## config.mk

```make
export PLATFORM = sky130hd
export DESIGN_NAME = pc_seq
export DESIGN_NICKNAME = d
export VERILOG_FILES = /design/src/rtl/pc_seq.sv
export SDC_FILE = /design/constraint.sdc
export NUM_CORES = 1
export LEC_CHECK = 0
export ABC_AREA = 1
export CORE_UTILIZATION = 55
export CTS_CLUSTER_DIAMETER = 150
export DETAILED_ROUTE_END_ITERATION = 6
export PLACE_DENSITY = 0.83
export SLEW_MARGIN = 5
export SYNTH_ARGS = -nofsm -noshare
export SYNTH_HDL_FRONTEND = slang
export SYNTH_SLANG_ARGS = --single-unit
```

## constraint.sdc

```tcl
create_clock -name clk -period 2.5 [get_ports clk]
set_clock_uncertainty 0.2 [all_clocks]
set_input_delay 0.5 -clock clk [delete_from_list [all_inputs] [get_ports clk]]
set_output_delay 0.5 -clock clk [all_outputs]
set_load 0.1 [all_outputs]
```

## src/rtl/pc_seq.sv

```systemverilog
// pc_seq: program-counter sequencer for the single-cycle RISC-V core.
//   Resolves the next fetch address from the decoded op, the ALU compare flags, rs1 and the
//   immediate. It advances only when fetch reports iready. A jump or taken branch to a
//   misaligned target vectors to TRAP_VECTOR and spends one cycle in a trap state.
//
// Ports
//   clk           core clock, all state on rising edge
//   nRST          asynchronous active-low reset
//   cuOP[3:0]     decoded op: 1 JAL, 2 JALR, 3 BEQ, 4 BNE, 5 BLT, 6 BGE, 7 BLTU, 8 BGEU;
//                 any other code (LUI, ALU ops, ...) is sequential
//   rs1Read       JALR base operand
//   signExtend    sign-extended branch/jump offset
//   ALUneg, Zero  ALU compare result (less-than, equal)
//   iready        instruction valid for PCaddr; 0 = stall
//   PCaddr        registered fetch address
//   pcPlus4       PCaddr + 4, link value (combinational)
//   redirect      non-sequential next PC this cycle, trap case included (combinational)
//   misalignTrap  one-cycle registered pulse, high while in the trap cycle
//   instret       retired-instruction counter, wraps at 2^CNT_W
//
// Optional feature: define PC_LAST_REDIRECT_EN to add lastSrc/lastDst. These outputs record
// the source PC and the raw taken target of the most recent redirect.
module pc_seq #(
   parameter int unsigned     XLEN         = 32,
   parameter logic [XLEN-1:0] RESET_VECTOR = {XLEN{1'b0}},
   parameter logic [XLEN-1:0] TRAP_VECTOR  = XLEN'(32'h0000_0100),
   parameter int unsigned     CNT_W        = 32
) (
   input  logic             clk,
   input  logic             nRST,
   input  logic [3:0]       cuOP,
   input  logic [XLEN-1:0]  rs1Read,
   input  logic [XLEN-1:0]  signExtend,
   input  logic             ALUneg,
   input  logic             Zero,
   input  logic             iready,
   output logic [XLEN-1:0]  PCaddr,
   output logic [XLEN-1:0]  pcPlus4,
   output logic             redirect,
   output logic             misalignTrap,
   output logic [CNT_W-1:0] instret
`ifdef PC_LAST_REDIRECT_EN
   ,
   output logic [XLEN-1:0]  lastSrc,
   output logic [XLEN-1:0]  lastDst
`endif
);

   localparam logic [3:0] CU_JAL  = 4'd1;
   localparam logic [3:0] CU_JALR = 4'd2;
   localparam logic [3:0] CU_BEQ  = 4'd3;
   localparam logic [3:0] CU_BNE  = 4'd4;
   localparam logic [3:0] CU_BLT  = 4'd5;
   localparam logic [3:0] CU_BGE  = 4'd6;
   localparam logic [3:0] CU_BLTU = 4'd7;
   localparam logic [3:0] CU_BGEU = 4'd8;

   typedef enum logic {StRun, StTrap} state_e;

   state_e          state;
   logic            taken;
   logic            misalign;
   logic [XLEN-1:0] target;
   logic [XLEN-1:0] rel_tgt;
   logic [XLEN-1:0] jalr_sum;
   logic [XLEN-1:0] jalr_tgt;

   assign pcPlus4  = PCaddr + XLEN'(4);
   assign rel_tgt  = PCaddr + signExtend;
   assign jalr_sum = rs1Read + signExtend;
   assign jalr_tgt = {jalr_sum[XLEN-1:1], 1'b0};

   always_comb begin
      taken  = 1'b0;
      target = pcPlus4;
      case (cuOP)
         CU_JAL, CU_JALR:  taken = 1'b1;
         CU_BEQ:           taken = Zero;
         CU_BNE:           taken = ~Zero;
         CU_BLT, CU_BLTU:  taken = ALUneg;
         CU_BGE, CU_BGEU:  taken = ~ALUneg | Zero;
         default:          taken = 1'b0;
      endcase
      if (taken) begin
         target = (cuOP == CU_JALR) ? jalr_tgt : rel_tgt;
      end
   end

   // JALR has bit 0 already cleared, so for it only bit 1 can flag misalignment.
   assign misalign = taken & (target[1:0] != 2'b00);
   assign redirect = (state == StRun) & iready & taken;

   always_ff @(posedge clk or negedge nRST) begin
      if (!nRST) begin
         state        <= StRun;
         PCaddr       <= RESET_VECTOR;
         misalignTrap <= 1'b0;
         instret      <= '0;
`ifdef PC_LAST_REDIRECT_EN
         lastSrc      <= '0;
         lastDst      <= '0;
`endif
      end else begin
         case (state)
            StRun: begin
               if (iready) begin
                  if (misalign) begin
                     // Trapped instruction does not retire.
                     PCaddr       <= TRAP_VECTOR;
                     misalignTrap <= 1'b1;
                     state        <= StTrap;
                  end else begin
                     PCaddr  <= target;
                     instret <= instret + CNT_W'(1);
                  end
`ifdef PC_LAST_REDIRECT_EN
                  if (taken) begin
                     lastSrc <= PCaddr;
                     lastDst <= target;
                  end
`endif
               end
            end
            StTrap: begin
               // PCaddr holds at the vector for one cycle whatever iready says.
               misalignTrap <= 1'b0;
               state        <= StRun;
            end
            default: state <= StRun;
         endcase
      end
   end

endmodule

```

==> impl_metrics.ini, run 1 <==
[sta]
grt-worst-endpoint = pcPlus4[22]
worst-ep-kind = top-level output

[grt]
overflow = 3197
grt_use_total_pct = 118.7
grt_max_degree = 28

[clock_network]
h-tree-depth = 3
numCtsBuffers = 9
clock_sinks = 66
hold_buffers = 0
clockBufferDepth = 2
clockRootBuffer = clkbuf_16

[place]
numPortBuffers = 170
finalWeightedCongestion = 1.035
dp_hpwl_um = 30260
placed_cell_area_sq_mm = 0.01318

[synth]
yosysMostFrequentCell = nand2_1
synth_area_sq_mm = 0.009373
yosysTopAreaCellShare_pct = 27.07
synth_fp_nets = 1851
seq_area_frac_synth_pct = 17.62
synth_seq_cells = 66
syn_area_per_cell_sq_um = 5.472
synth_flop_cell = dfrtp_1
synth-warning-count = 0
yosys.area.top_type = nand2_1
synth-edff-count = 0
syn_inst = 1713
yosysUniqueCellTypes = 40
synth_common_cells = nand2_1 (676), inv_1 (337), nor2_1 (143)
yosys-top-cells-area = nand2_1 (27%), dfrtp_1 (18%), inv_1 (13%)
async_reset_ff_share_pct = 100.0

[outcome]
outcome = aborted with a tool error
error = [ERROR GRT-0232] Routing congestion too high. Check the congestion heatmap in the GUI.
haltStage = global routing (5_1_grt)

[floorplanning]
rows = 47
pin_count = 171
die_h_um = 132.5
die_w_um = 132.5
start_util_pct = 56.52
[layer usage]
| layer | overflow | GRT usage [%] |
|---|---|---|
| met1 | 54 | 95.15 |
| met2 | 2580 | 174.6 |
| met3 | 56 | 85.25 |
| met4 | 495 | 128.0 |
| met5 | 12 | 62.78 |
[kinds of logic after synthesis]
family          share of synthesized area [%]
simple gates                            45.41
compound gates                          7.636
fa+ha+maj                               8.837
buf+inv                                 15.27
xor+xnor                                5.220
flops                                   17.62
[metrics by stage]
step	hold slack [ns]	cells	TNS, ns	setup WS (ns)	utilization [%]
after CTS	0.03421	2321	-4.751	-0.3206	87.13
after floorplan	0.004409	1713	-3.240	-0.2887	-
after detailed placement	0.2611	2268	-31.96	-0.6493	79.46
after global placement	0.2514	2268	-24.62	-0.4900	79.46
[timing repair]
item                       in CTS
gates resized for setup       160
buffers inserted               40
pin swaps                      38
setup endpoints to repair      86
hold endpoints to repair        0
==> inputs of run 2 (changes only) <==
- CORE_UTILIZATION: 55 -> 40
- CTS_CLUSTER_DIAMETER: 150 -> default
- PLACE_DENSITY: 0.83 -> default
- PLACE_DENSITY_LB_ADDON: default -> 0.15
==> impl_metrics.ini, run 2 <==
[sta]
fin_crit_sh_pct = 115.8
max_freq_ghz = 0.3454
finalHoldViolCount = 0
hold_slack_ns = 0.2967
rsz0062_at_grt = true
worst_pin_slew_ns = 0.4385
maxSlewHeadroom_pct = 70.54
layout_min_cycle_time_ns = 2.895
finalWorstSetupSlack_ns = -0.3951
final-setup-viol-count = 36
drv_slew = 0

[synth]
synth_fp_nets = 1851
yosys.area.top_type = nand2_1
synth_flop_cell = dfrtp_1
seq_area_frac_synth_pct = 17.62
yosysMostFrequentCell = nand2_1
async_reset_ff_share_pct = 100.0
synth_area_sq_mm = 0.009373
yosysTopAreaCellShare_pct = 27.07
synth_seq_cells = 66
syn_area_per_cell_sq_um = 5.472
yosysUniqueCellTypes = 40
synth-warning-count = 0
synth-edff-count = 0
syn_inst = 1713
yosys-top-cells-area = nand2_1 (27%), dfrtp_1 (18%), inv_1 (13%)
synth_common_cells = nand2_1 (676), inv_1 (337), nor2_1 (143)

[cells_and_area]
fillers = 1945
syn_to_final_growth_pct = 69.19
nets = 2265
diodes = 0
design_area_sq_mm = 0.01586
final_common_cell = nand2_1
mostFrequentLayoutCells = nand2_1 (585), buf_4 (293), inv_1 (292), nor2_1 (105), nand3_1 (96)
layout-drive-gt1-share_pct = 35.04
finalNonFillerCells = 2445
top_regs = PCaddr (32), instret (32)

[floorplanning]
rows = 55
die-area_sq_mm = 0.02405
die_h_um = 155.1
core_area_sq_mm = 0.02278
die_w_um = 155.1
pin_count = 171
start_util_pct = 41.15

[clock_network]
clock_sinks = 66
clockBufferDepth = 2
clockRootBuffer = clkbuf_16
numCtsBuffers = 9
cts_tree = yes
h-tree-depth = 3
clk_pin_slew_ns = 0.06
clk_latency_ns = 0.34

[route]
first_pass_iters = 5
ant_nets = 0
totalWireLength_um = 38760
drt_iter0_markers = 1025
vias = 12240
wire_per_inst_um = 15.85
drc_errors = 0
routed_via_density = 5.008

[worst_setup_path]
timing.rr.end = PCaddr[10]
crit_chain = buf_4, nand3_2, nor2_4, nand2_4, buf_6, nor2_4, nand2_4, xor2_4, clkinvlp_4, buf_12
path_buf_inv = 4
ff2ff_path_depth = 14
arrival_ns = 2.20
start_kind = flip-flop
end_kind = primary output
required_ns = 1.80
ff2ff_setup_slack_ns = -0.11
rr_startpoint = PCaddr[8]
crit_family = simple AND/OR/NAND/NOR gates
path_class = reg -> out
cp_slowest_cell = dfrtp_4
worstPathMaxFanout = 4
cpPeakStageDelay_ns = 0.44

[run]
cap_violations = 0

[grt]
grt_pass1_wl_um = 58660
grt_use_total_pct = 31.34
grt_max_degree = 67
antenna_found_initial = 0
first_global_vias = 11210
overflow = 0

[place]
place_inst = 2364
dp_hpwl_um = 29930
numPortBuffers = 170
finalWeightedCongestion = 0.9444
placed_cell_area_sq_mm = 0.01335

[outcome]
outcome = finished, violations left
violations = setup timing

[min_path]
min_to = instret[5]
hold_class = reg -> reg
hold_start = instret[5]
worstHoldPathCells = 1

[power_and_ir_drop]
peakVddDrop_v = 0.002048
power_leakage_nw = 8.429
powerDensity_mw_per_mm2 = 977.5
## run 2: cell families after synthesis
| kind of cell | Yosys count | share of synthesized area [%] |
|---|---|---|
| xor gates and xnor gates | 55 | 5.220 |
| buffers and inverters | 368 | 15.27 |
| adders and majority gates | 65 | 8.837 |
| AOI/OAI and AO/OA | 131 | 7.636 |
| DFF | 66 | 17.62 |
| and+or+nand+nor | 1028 | 45.41 |
## run 2: area by class of cell
cell class              count  area [sq um]  share of cell area [%]
inverters                 344          1396                   8.805
multi-input cells        1279          8004                   50.47
clock inverters             7         76.32                  0.4813
flip-flops and latches     66          1748                   11.02
repair buffers            427          4016                   25.33
well taps                 313         391.6                   2.470
clock buffers               9         225.2                   1.420
## run 2: worst reg2reg max path: cells and delay by family, from the launching register on
| kind | cells | cell delay [ns] |
|---|---|---|
| flip-flops | 1 | 0.51 |
| AO/OA/AOI/OAI | 2 | 0.28 |
| adder cells (fa/ha/maj) | 1 | 0.24 |
| AND/OR/NAND/NOR | 5 | 0.56 |
| buffers and inverters | 5 | 0.62 |
| XOR/XNOR | 1 | 0.12 |
## run 2: through the flow
| stage | power [mW] | worst slack, ns | setup TNS, ns | utilization, % |
|---|---|---|---|---|
| finish | 15.50 | -0.3951 | -5.679 | 69.62 |
| CTS | 14.43 | -0.2981 | -4.304 | 64.51 |
| floorplan | 8.556 | -0.2887 | -3.240 | - |
| detailed placement | 12.25 | -0.8198 | -29.87 | 58.62 |
| global route | 16.33 | -0.4738 | -9.936 | 69.62 |
| global placement | 12.19 | -0.7722 | -27.15 | 58.62 |
## run 2: how the worst max path moves through the flow
stage                  startpoint          end  slack [ns]  cells after the start
floorplan               PCaddr[2]  pcPlus4[22]       -0.29                     11
global route            PCaddr[3]  pcPlus4[31]       -0.47                     10
detailed placement  signExtend[0]   PCaddr[24]       -0.82                     14
CTS                     PCaddr[8]  pcPlus4[22]       -0.30                     12
global placement    signExtend[0]   PCaddr[24]       -0.77                     14
finish                  PCaddr[3]  pcPlus4[31]       -0.40                     10
## run 2: power breakdown
part           switching (mW)  total [mW]  internal, mW  leakage [nW]
clock network           0.560        1.34         0.780         0.142
registers               0.502        1.93          1.42         0.793
logic                    7.83        12.2          4.40          7.49
total                    8.90        15.5          6.61          8.43
## run 2: repair_timing
action                     CTS  global route
gates resized for setup    176           224
gates cloned                 0             2
hold buffers                 1             0
hold endpoints to repair    15             0
setup endpoints to repair   85            58
buffers inserted            43            26
pin swaps                   54            77
## run 2: layer usage
metal | vias to the layer above | part of all wire (%) | track usage [%]
met4 | 0 | 4.0 | 12.26
met2 | 455 | 46 | 50.39
met5 | - | 0 | 0
li1 | 6094 | - | -
met3 | 84 | 6.1 | 3.593
met1 | 5611 | 44 | 42.79
Note: power is estimated with default switching activity, not from simulation.
